[src/rtl/ifid_elastic_reg.sv]
// IF/ID pipeline register with a valid/ready handshake and a 2-entry skid buffer.
// in_ready comes only from registered state, flush and reset, never from out_ready.
module ifid_elastic_reg #(
  parameter int               WIDTH = 32,
  parameter int               LANES = 1,
  parameter logic [WIDTH-1:0] NOP   = '0
) (
  input  logic                   clk,
  input  logic                   rst_n,
  input  logic                   flush,
  input  logic                   in_valid,
  output logic                   in_ready,
  input  logic [WIDTH-1:0]       in_pcplus4,
  input  logic [LANES*WIDTH-1:0] in_instr,
  input  logic [LANES-1:0]       in_lane_mask,
  output logic                   out_valid,
  input  logic                   out_ready,
  output logic [WIDTH-1:0]       out_pcplus4,
  output logic [LANES*WIDTH-1:0] out_instr,
  output logic [LANES-1:0]       out_lane_mask,
  output logic [1:0]             occupancy
);

  localparam logic [LANES*WIDTH-1:0] NOP_VEC = {LANES{NOP}};

  typedef enum logic [1:0] {
    EMPTY = 2'd0,
    BUSY  = 2'd1,
    FULL  = 2'd2
  } state_t;

  state_t                   state_q, state_d;
  logic [WIDTH-1:0]         main_pc_q, main_pc_d;
  logic [LANES*WIDTH-1:0]   main_instr_q, main_instr_d;
  logic [LANES-1:0]         main_mask_q, main_mask_d;
  logic [WIDTH-1:0]         skid_pc_q, skid_pc_d;
  logic [LANES*WIDTH-1:0]   skid_instr_q, skid_instr_d;
  logic [LANES-1:0]         skid_mask_q, skid_mask_d;

  logic accept;
  logic deliver;

  assign in_ready      = (state_q != FULL) & ~flush & rst_n;
  assign out_valid     = (state_q != EMPTY);
  assign out_pcplus4   = main_pc_q;
  assign out_instr     = main_instr_q;
  assign out_lane_mask = main_mask_q;
  assign occupancy     = state_q;

  assign accept  = in_valid & in_ready;
  assign deliver = out_valid & out_ready;

  always_comb begin
    state_d      = state_q;
    main_pc_d    = main_pc_q;
    main_instr_d = main_instr_q;
    main_mask_d  = main_mask_q;
    skid_pc_d    = skid_pc_q;
    skid_instr_d = skid_instr_q;
    skid_mask_d  = skid_mask_q;

    if (flush) begin
      state_d      = EMPTY;
      main_pc_d    = '0;
      main_instr_d = NOP_VEC;
      main_mask_d  = '0;
      skid_pc_d    = '0;
      skid_instr_d = NOP_VEC;
      skid_mask_d  = '0;
    end else begin
      unique case (state_q)
        EMPTY: begin
          if (accept) begin
            state_d      = BUSY;
            main_pc_d    = in_pcplus4;
            main_instr_d = in_instr;
            main_mask_d  = in_lane_mask;
          end
        end
        BUSY: begin
          if (accept && deliver) begin
            main_pc_d    = in_pcplus4;
            main_instr_d = in_instr;
            main_mask_d  = in_lane_mask;
          end else if (accept) begin
            // Decode is stalled: park the new packet behind the main one.
            state_d      = FULL;
            skid_pc_d    = in_pcplus4;
            skid_instr_d = in_instr;
            skid_mask_d  = in_lane_mask;
          end else if (deliver) begin
            state_d      = EMPTY;
            main_pc_d    = '0;
            main_instr_d = NOP_VEC;
            main_mask_d  = '0;
          end
        end
        FULL: begin
          if (deliver) begin
            state_d      = BUSY;
            main_pc_d    = skid_pc_q;
            main_instr_d = skid_instr_q;
            main_mask_d  = skid_mask_q;
            skid_pc_d    = '0;
            skid_instr_d = NOP_VEC;
            skid_mask_d  = '0;
          end
        end
        default: state_d = EMPTY;
      endcase
    end
  end

  always_ff @(posedge clk) begin
    if (!rst_n) begin
      state_q      <= EMPTY;
      main_pc_q    <= '0;
      main_instr_q <= NOP_VEC;
      main_mask_q  <= '0;
      skid_pc_q    <= '0;
      skid_instr_q <= NOP_VEC;
      skid_mask_q  <= '0;
    end else begin
      state_q      <= state_d;
      main_pc_q    <= main_pc_d;
      main_instr_q <= main_instr_d;
      main_mask_q  <= main_mask_d;
      skid_pc_q    <= skid_pc_d;
      skid_instr_q <= skid_instr_d;
      skid_mask_q  <= skid_mask_d;
    end
  end

endmodule

[config.mk]
export PLATFORM = sky130hd
export DESIGN_NAME = ifid_elastic_reg
export DESIGN_NICKNAME = d
export VERILOG_FILES = /design/src/rtl/ifid_elastic_reg.sv
export SDC_FILE = /design/constraint.sdc
export NUM_CORES = 1
export LEC_CHECK = 0
export CAP_MARGIN = 0
export CORE_MARGIN = 2
export CORE_UTILIZATION = 36
export CTS_CLUSTER_DIAMETER = 40
export CTS_CLUSTER_SIZE = 16
export DETAILED_ROUTE_END_ITERATION = 16
export GPL_TIMING_DRIVEN = 0
export HOLD_SLACK_MARGIN = 0.05
export PLACE_DENSITY = 0.68
export SYNTH_ARGS = -nofsm -noshare
export SYNTH_HDL_FRONTEND = slang
export SYNTH_SLANG_ARGS = --single-unit
[constraint.sdc]
create_clock -name clk -period 2.25 [get_ports clk]
set_input_delay 0.5625 -clock clk [delete_from_list [all_inputs] [get_ports clk]]
set_output_delay 0.5625 -clock clk [all_outputs]
set_load 0.02 [all_outputs]
==> metrics.txt <==
yosys warns=0; layout cell share with drive strength beyond 1=12.4%; GR Util All Layers=between 20 and 25%; CTS buffer count=17; status=complete, no violations; WL per Instance=17.0 um; Post-DRT Antenna Nets=0; floorplan core area=about 17,000 um^2; Static Leakage=around 2.9 nW; number of synthesized flops with an enable pin=0; initial core utilization=36.4%; via count=around 6k; Post-Synthesis Cells=700; peak supply drop=about 0.58 mV; Design Power=between 5 and 6 mW; WHS Endpoint=skid_pc_q[14]; FILL cells=about 1.6k; Slew headroom=between 60% and 70%; Hold Path Class=flip-flop to flip-flop; final worst path period need=~2.2 ns; fin crit share=a little over nine tenths; async set-reset flop share out of synthesis=0%; CP max FO=10; postcts setup bufs=0; max_cap viols=0; Reg2Reg Capture Point=out_pcplus4[17]; WP data required=about 1.7 ns; synthesized flop and latch total=132; Final Skew=0.0123 ns; clock slew at reported path FFs=about 0.060 ns; initial DRC count=374; Die Wd=between 100 and 150 um; Die Y=around 140 um; sequential area share after synthesis=a little over two fifths; Yosys cell types=30; Site Rows=48; Syn-to-layout area delta=36.9%; Pwr per Cell Area=a little under 700 nW/um^2; HP Start=skid_pc_q[14]; Root Buffer=clkbuf_16; Final #Nets=around 930; antenna violations before repair=0; synthesized cell area=6230 um^2; DRC violations left=0; grt ovf=0; largest net degree at the start of global routing=17; Syn Area/Cell=8.90 um^2; pre-CTS WS=-0.429 ns; worst setup margin=around 0.058 ns; Worst R2R Path Depth=8; final setup violation count=0; reg-to-reg startpoint=occupancy[0]; IO Pins=139; kind of critical path=flip-flop to output port; GPL Wtd Cong=about 0.76; CP Capture Type=output port; deepest clock path buffer count=2; reg2reg setup slack=~0.16 ns; CTS tree=yes; hpwl dp=12,600 um; Worst-Skew Late Latency=0.43 ns; Achievable Freq=~460 MHz; vias in the first global route=roughly 5.4k; first-pass GRT wire length=28,800 um; dominant synthesized flop cell=dfxtp_1; Via density=between 5 and 6; RSZ-0062 raised after global routing=true; worst hold stages=2; Pins Over Slew Limit=0; DRT Pass-1 Iters=5; Die Area=about 18,000 um^2; arrival time worst endpoint=1.63 ns; CP startpoint kind=flip-flop; Num Clock Sinks=around 130; CTS H-tree depth=4; Post-Syn Nets=slightly below 800; WHS=between 0.4 and 0.5 ns; Worst Tran Pin Value=roughly 0.57 ns; final hold violation count=0; port bufs=138; Routed WL=18,700 um
worst max-delay path: stages, from the launching register on:
cell     delay [ns]
dfxtp_4        0.39
inv_1          0.07
ha_1           0.19
buf_4          0.16
nor3b_2        0.22
buf_4          0.18
placed cells by master, fill, tap and decap left out, types with 2 or more instances in the layout:
cell and n:
a21oi_1 132, a221oi_1 44, a221oi_2 21, buf_2 24, buf_4 9, buf_6 8
bufinv_16 3, clkbuf_1 34, clkbuf_16 17, clkbuf_2 6, clkbuf_8 4, clkdlybuf4s50_1 136
clkinv_2 4, clkinvlp_4 2, dfxtp_1 130, ha_1 5, inv_1 4, nand2b_1 2
nand3_1 67, nand3b_1 65, nor2_1 3, nor2b_1 65, nor3_2 2, o21ai_0 67
flip-flops by register name, summed over array words and instances (netlist names):
name and count:
skid_mask_q 1, skid_instr_q 32, skid_pc_q 32, out_pcplus4 32
occupancy 2, out_lane_mask 1, out_instr 32
cell usage after synthesis (2+ instances only):
master	n	area, um^2
dfxtp_1	132	2640
nand2b_1	2	12.5
a221oi_1	45	394
ha_1	5	62.6
buf_6	8	90.1
o21ai_0	67	335
a21oi_1	132	661
inv_1	4	15.0
nand3b_1	65	488
a221oi_2	20	300
buf_2	24	120
nor2_1	3	11.3
nor2b_1	65	407
nor3_2	2	20.0
buf_4	8	60.1
clkbuf_1	38	143
nand3_1	67	335
layout make-up:
type	count	area, um^2	share of cell area (%)
multi-input cells	486	3170	37.2
flip-flops and latches	132	2650	31.0
repair buffers	138	1380	16.1
clock buffers	23	488	5.72
plain buffers	78	420	4.93
well taps	225	282	3.30
clock inverters	9	125	1.47
inverters	4	15.0	0.176
diodes	1	2.50	0.0293
through the flow:
step                utilization, %  instances  instance area [um^2]  setup TNS, ns
finish                        49.8       1096                  8530              0
detailed placement            46.1       1063                  7900         -27.81
global placement              46.1       1063                  7900         -28.94
CTS                           49.7       1095                  8510              0
floorplan                        -        700                  6230              0
global route                  49.8       1095                  8530       -0.00721
cell families after synthesis:
group           count (synthesis)  synth area share (%)
compound gates                268                  27.7
fa+ha+maj                       5                  1.00
buf+inv                        82                  6.87
flops                         132                  42.4
simple gates                  213                  22.1
where the power goes:
| group | switching (mW) | total [mW] | leakage, nW | internal [mW] |
|---|---|---|---|---|
| Combinational | 0.321 | 0.621 | 1.57 | 0.300 |
| Sequential | 0.0239 | 2.40 | 1.07 | 2.38 |
| Clock | 1.03 | 2.88 | 0.299 | 1.85 |
worst max path at each step:
stage / start / to / cells past startpoint
CTS: occupancy[0] / in_ready / 5
global placement: rst_n / in_ready / 3
finish: occupancy[0] / in_ready / 5
floorplan: occupancy[0] / in_ready / 4
detailed placement: rst_n / in_ready / 3
global route: occupancy[1] / out_pcplus4[6] / 7
timing repair:
| item | 4_1_cts | 5_1_grt |
|---|---|---|
| hold buffers | 0 | 0 |
| endpoints found under the setup margin | 62 | 49 |
| resized for setup | 11 | 12 |
layer usage:
layer / GRT usage [%] / vias up / routed length, um
met5: 0 / - / 0
met4: 7.99 / 0 / 359
met3: 5.09 / 30 / 1160
met2: 31.1 / 191 / 8550
met1: 26.8 / 2792 / 8610
li1: - / 2923 / -
No activity file was read; power rests on OpenSTA's default activity.
==> patch 1, RTL diff (same settings) <==
The parameter `WIDTH` goes from 32 to 64.
--- a/src/rtl/ifid_elastic_reg.sv
+++ b/src/rtl/ifid_elastic_reg.sv
@@ -1,7 +1,7 @@
 // IF/ID pipeline register with a valid/ready handshake and a 2-entry skid buffer.
 // in_ready comes only from registered state, flush and reset, never from out_ready.
 module ifid_elastic_reg #(
-  parameter int               WIDTH = 32,
+  parameter int               WIDTH = 64,
   parameter int               LANES = 1,
   parameter logic [WIDTH-1:0] NOP   = '0
 ) (
Ports: changed (resized in_instr, in_pcplus4, out_instr and out_pcplus4); port bits go from 139 to 267. No check against the original RTL was run, so the function may have changed too.
==> patch 1 against the unedited design <==
The flow now finishes with violations (negative setup slack). Combinational power is 69% higher. Utilization up 1.9 points. Critical path depth unchanged. Routed wire length increased by 92%. Final cell count up 77%. Sequential share of layout area rose by 3.1 points. Setup slack got worse by 67 ps. Hold slack lost 4.3 ps. Sequential cell count is 128 higher. Sequential power rose by 97%. Area after synthesis grew 72%. Total power rose by 95%. Final area increased by 79%. Largest cell class is now registers. Largest power group unchanged. Highest routed layer is now met5.
==> patch 1: results <==
group,metric,value,unit
run_status,outcome,"finished with violations",
run_status,violations,"negative setup slack",
place,dpl.hpwl,24500,um
route,via_count,10700,
global_route,grt.total_usage,0.224,
sta,fin_tns_setup,-9.93,ps
global_route,grt_pass1_vias,10400,
setup_path,rrSetupSlack,110,ps
place,place_ws,-868,ps
setup_path,worstReg2RegEnd,"skid_instr_q[42]$_SDFFE_PP0P_",
yosys,synth_area_leaders,"dfxtp_1 (49%), a221oi_1 (11%), nand3b_1 (9.1%)",
sta,skew,14.4,ps
place,portBuffers,266,
setup_path,cp_max_fo,6,
sta,hold_slack,464,ps
clock_tree,cts_max_level,2,
place,placed_area,13800,um^2
setup_path,crit_family,"simple AND/OR/NAND/NOR gates",
power,leakage,5.28,nW
yosys,ys_seq_area_frac,0.487,
sta,setup_violations,1,
yosys,synthTopCellsByCount,"dfxtp_1 (260), a21oi_1 (131), nor2_1 (131), o21ai_0 (131)",
clock_tree,clk_latency,510,ps
sta,fin_ws,-9.93,ps
route,first_iter_violations,951,
global_route,grt_max_degree,20,
sta,tightest_slew,835,ps
clock_tree,cts_inserted_buffers,36,
place,gp_congestion,0.814,
yosys,syn_nets,1351,
hold_path,hold_path_end,"skid_instr_q[26]$_SDFFE_PP0P_",
setup_path,slowest_delay,430,ps
route,post_drt_wl_per_cell,18.5,um
global_route,antenna_found_initial,4,
==> patch 1: cell count changes after synthesis, moves of 64 or more <==
cell	change
a221oi_1	+84
nor2_1	+128
nand3b_1	+65
dfxtp_1	+128
o21ai_0	+64
==> patch 1: timing repair <==
item / in CTS / in global routing
setup buffers: 2 / 1
cloned: 0 / 0
gates resized for setup: 47 / 58
endpoints found under the setup margin: 224 / 220
pin swaps: 1 / 2
==> patch 1: cell families after synthesis <==
family          synth area share
simple gates               0.207
compound gates             0.234
flops                      0.487
buf+inv                   0.0662
fa+ha+maj                0.00585
==> patch 1: cell type report <==
type | instances | share of cell area
diodes | 3 | 0.000492
plain buffers | 140 | 0.0513
well taps | 390 | 0.0320
inverters | 4 | 0.00115
flip-flops and latches | 260 | 0.342
multi-input cells | 806 | 0.317
clock inverters | 22 | 0.0159
repair buffers | 269 | 0.176
clock buffers | 43 | 0.0642
==> patch 1: worst max path at each step <==
stage | start | endpoint | slack (ps) | cells past startpoint
floorplan | occupancy[0]$_SDFFE_PP0P_ | out_instr[0]$_SDFFE_PP0P_ | 30 | 10
CTS | occupancy[0]$_SDFFE_PP0P_ | in_ready | -30 | 5
detailed placement | rst_n | out_pcplus4[30]$_SDFFE_PP0P_ | -870 | 6
global placement | out_ready | skid_pc_q[28]$_SDFFE_PP0P_ | -860 | 7
finish | occupancy[0]$_SDFFE_PP0P_ | in_ready | -10 | 5
global route | occupancy[0]$_SDFFE_PP0P_ | in_ready | -50 | 5
==> patch 1: per-stage QoR <==
step	std cells	total power [mW]	util
2_1_floorplan	1212	5.26	-
3_5_place_dp	1868	5.85	0.470
6_report	1937	11.5	0.517
4_1_cts	1933	11.6	0.514
5_1_grt	1937	11.9	0.517
3_3_place_gp	1868	5.85	0.470
==> patch 1: routing by layer <==
metal  track usage  vias up  share of wire
met2         0.367      415           0.47
met1         0.292     5098           0.43
met4        0.0685        2          0.024
met3        0.0519       70          0.078
li1              -     5113              -
met5             0        -        0.00036
==> patch 1: power by group <==
group | leakage, nW | switching (mW) | internal, mW | total (mW)
clock | 0.596 | 2.21 | 3.51 | 5.73
combinational | 2.58 | 0.551 | 0.494 | 1.05
sequential | 2.10 | 0.0439 | 4.69 | 4.73
total | 5.28 | 2.81 | 8.70 | 11.5
==> patch 1: worst reg2reg max path: cells and delay by family, from the launching register on <==
family / cells / cell delay (ps)
simple gates: 2 / 330
compound gates: 1 / 160
fa+ha+maj: 1 / 300
buf+inv: 3 / 950
flops: 1 / 350
==> patch 2, RTL diff (same flow settings) <==
Made on the original files. Reset style: asynchronous (`rst_n`), changed in one clocked block.
--- a/src/rtl/ifid_elastic_reg.sv
+++ b/src/rtl/ifid_elastic_reg.sv
@@ -111,7 +111,7 @@
     end
   end
 
-  always_ff @(posedge clk) begin
+  always_ff @(posedge clk or negedge rst_n) begin
     if (!rst_n) begin
       state_q      <= EMPTY;
       main_pc_q    <= '0;
Behaviour: differs if rst_n is asserted again (counterexample within 4 cycles, from zero or initial values and one cycle with rst_n low); with rst_n held inactive, the same outputs for 4 cycles.
==> patch 2 against the unedited design <==
Sequential share of layout area grew 5.6 points. Setup slack gained 58 ps. Final area grew 5.6%. Utilization grew 0.68 points. Sequential cell count is the same. Register-to-register slack lost 40 ps. Hold slack lost 400 ps. Area after synthesis grew 4.4%. Routed wire length grew 0.69%.
Power is not compared: it rests on default switching activity, and its combinational part moved more than twofold at a synthesized area within 25%.
==> patch 2: results <==
group,metric,value,unit
run_status,outcome,"finished clean",
clock_tree,post_cts.repair.setup_buffers,4,
clock_tree,clk_latency,430,ps
route,drt-met1-wl,8850,um
sta,hold_viol_final,0,
place,place_ws,-495,ps
place,portBuffers,138,
route,via_count,5380,
route,dr_wl_met2,8820,um
hold_path,hp-class,"in2async",
layout,num_antenna_cells,0,
global_route,grt_max_degree,94,
route,drt_first_pass_iters,5,
place,place_inst,976,
power,ir_worst_vdd,555,uV
yosys,syn_nets,681,
place,gp_congestion,0.747,
clock_tree,clockRootBuffer,"clkbuf_16",
clock_tree,cts_inserted_buffers,17,
global_route,grt.total_usage,0.196,
setup_path,slowest_delay,410,ps
yosys,synthTopCellsByCount,"dfrtp_1 (132), nand2_1 (131), o21ai_0 (62)",
layout,nFillCells,1623,
place,placed_area,8200,um^2
sta,skew,8.11,ps
yosys,syn_inst,608,
layout,layout-drive-gt1-share,0.208,
power,leakage,3.72,nW
route,drt-total-wl,18800,um
clock_tree,cts_resized,32,
yosys,yosys_warnings,0,
yosys,async_flop_share,1.00,
layout,layout.nets,840,
yosys,ys_seq_area_frac,0.508,
power,p_seq,2.63,mW
yosys,synth.distinct_cells,31,
route,dr_wl_met3,956,um
power,p_int,5.01,mW
place,dpl.hpwl,12300,um
sta,slew_headroom,0.555,
clock_tree,cts_max_level,4,
route,first_iter_violations,339,
route,vias_per_cell,5.33,
power,comb_power,1.58,mW
layout,register_area,3300,um^2
global_route,grt_pass1_wl,29700,um
setup_path,arrival,2430,ps
setup_path,cp_max_fo,10,
setup_path,critPathSlowestCell,"dfrtp_1",
yosys,synth_area_leaders,"dfrtp_1 (51%), o2bb2ai_2 (12%), nand2_1 (7.6%)",
setup_path,crit_family,"buffers and inverters",
-- patch 2: changes by cell type after synthesis, moves of 21 or more --
cell	before	now
nand2_1	0	131
nand3_1	67	0
a21oi_1	132	31
nor2b_1	65	36
clkbuf_1	38	17
dfxtp_1	132	0
nand3b_1	65	0
a22o_1	1	30
o2bb2ai_2	0	50
dfrtp_1	0	132
-- patch 2: cells by family after synthesis --
logic type               after synthesis  synth area share
AND/OR/NAND/NOR                      181             0.130
adder cells (fa/ha/maj)                3           0.00577
AO/OA/AOI/OAI                        231             0.302
buffers and inverters                 61            0.0548
flip-flops                           132             0.508
-- patch 2: layer usage --
layer	global-route usage	vias to the layer above
met5	0	-
met4	0.0516	0
met3	0.0450	14
met2	0.306	163
met1	0.276	2661
li1	-	2542
-- patch 2: path summary, 6_finish.rpt --
check	slack, ps	cells after the start	from	end
worst max-delay path	120	8	occupancy[0]$_DFFE_PN0P_	out_instr[6]$_DFFE_PN0P_
max in group asynchronous	1340	2	rst_n	skid_pc_q[24]$_DFFE_PN0P_
worst min register to register	490	1	out_pcplus4[18]$_DFFE_PN0P_	out_pcplus4[18]$_DFFE_PN0P_
worst max register to register	120	8	occupancy[0]$_DFFE_PN0P_	out_instr[6]$_DFFE_PN0P_
worst min-delay path	60	1	rst_n	out_pcplus4[12]$_DFFE_PN0P_
min in group clk	490	1	out_pcplus4[18]$_DFFE_PN0P_	out_pcplus4[18]$_DFFE_PN0P_
-- patch 2: layout make-up --
cell class / count / share of cell area
Sequential cell: 132 / 0.367
Tap cell: 229 / 0.0318
Clock inverter: 12 / 0.0171
Multi-Input combinational cell: 415 / 0.333
Inverter: 5 / 0.00208
Buffer: 53 / 0.0393
Clock buffer: 20 / 0.0507
Timing Repair Buffer: 143 / 0.159
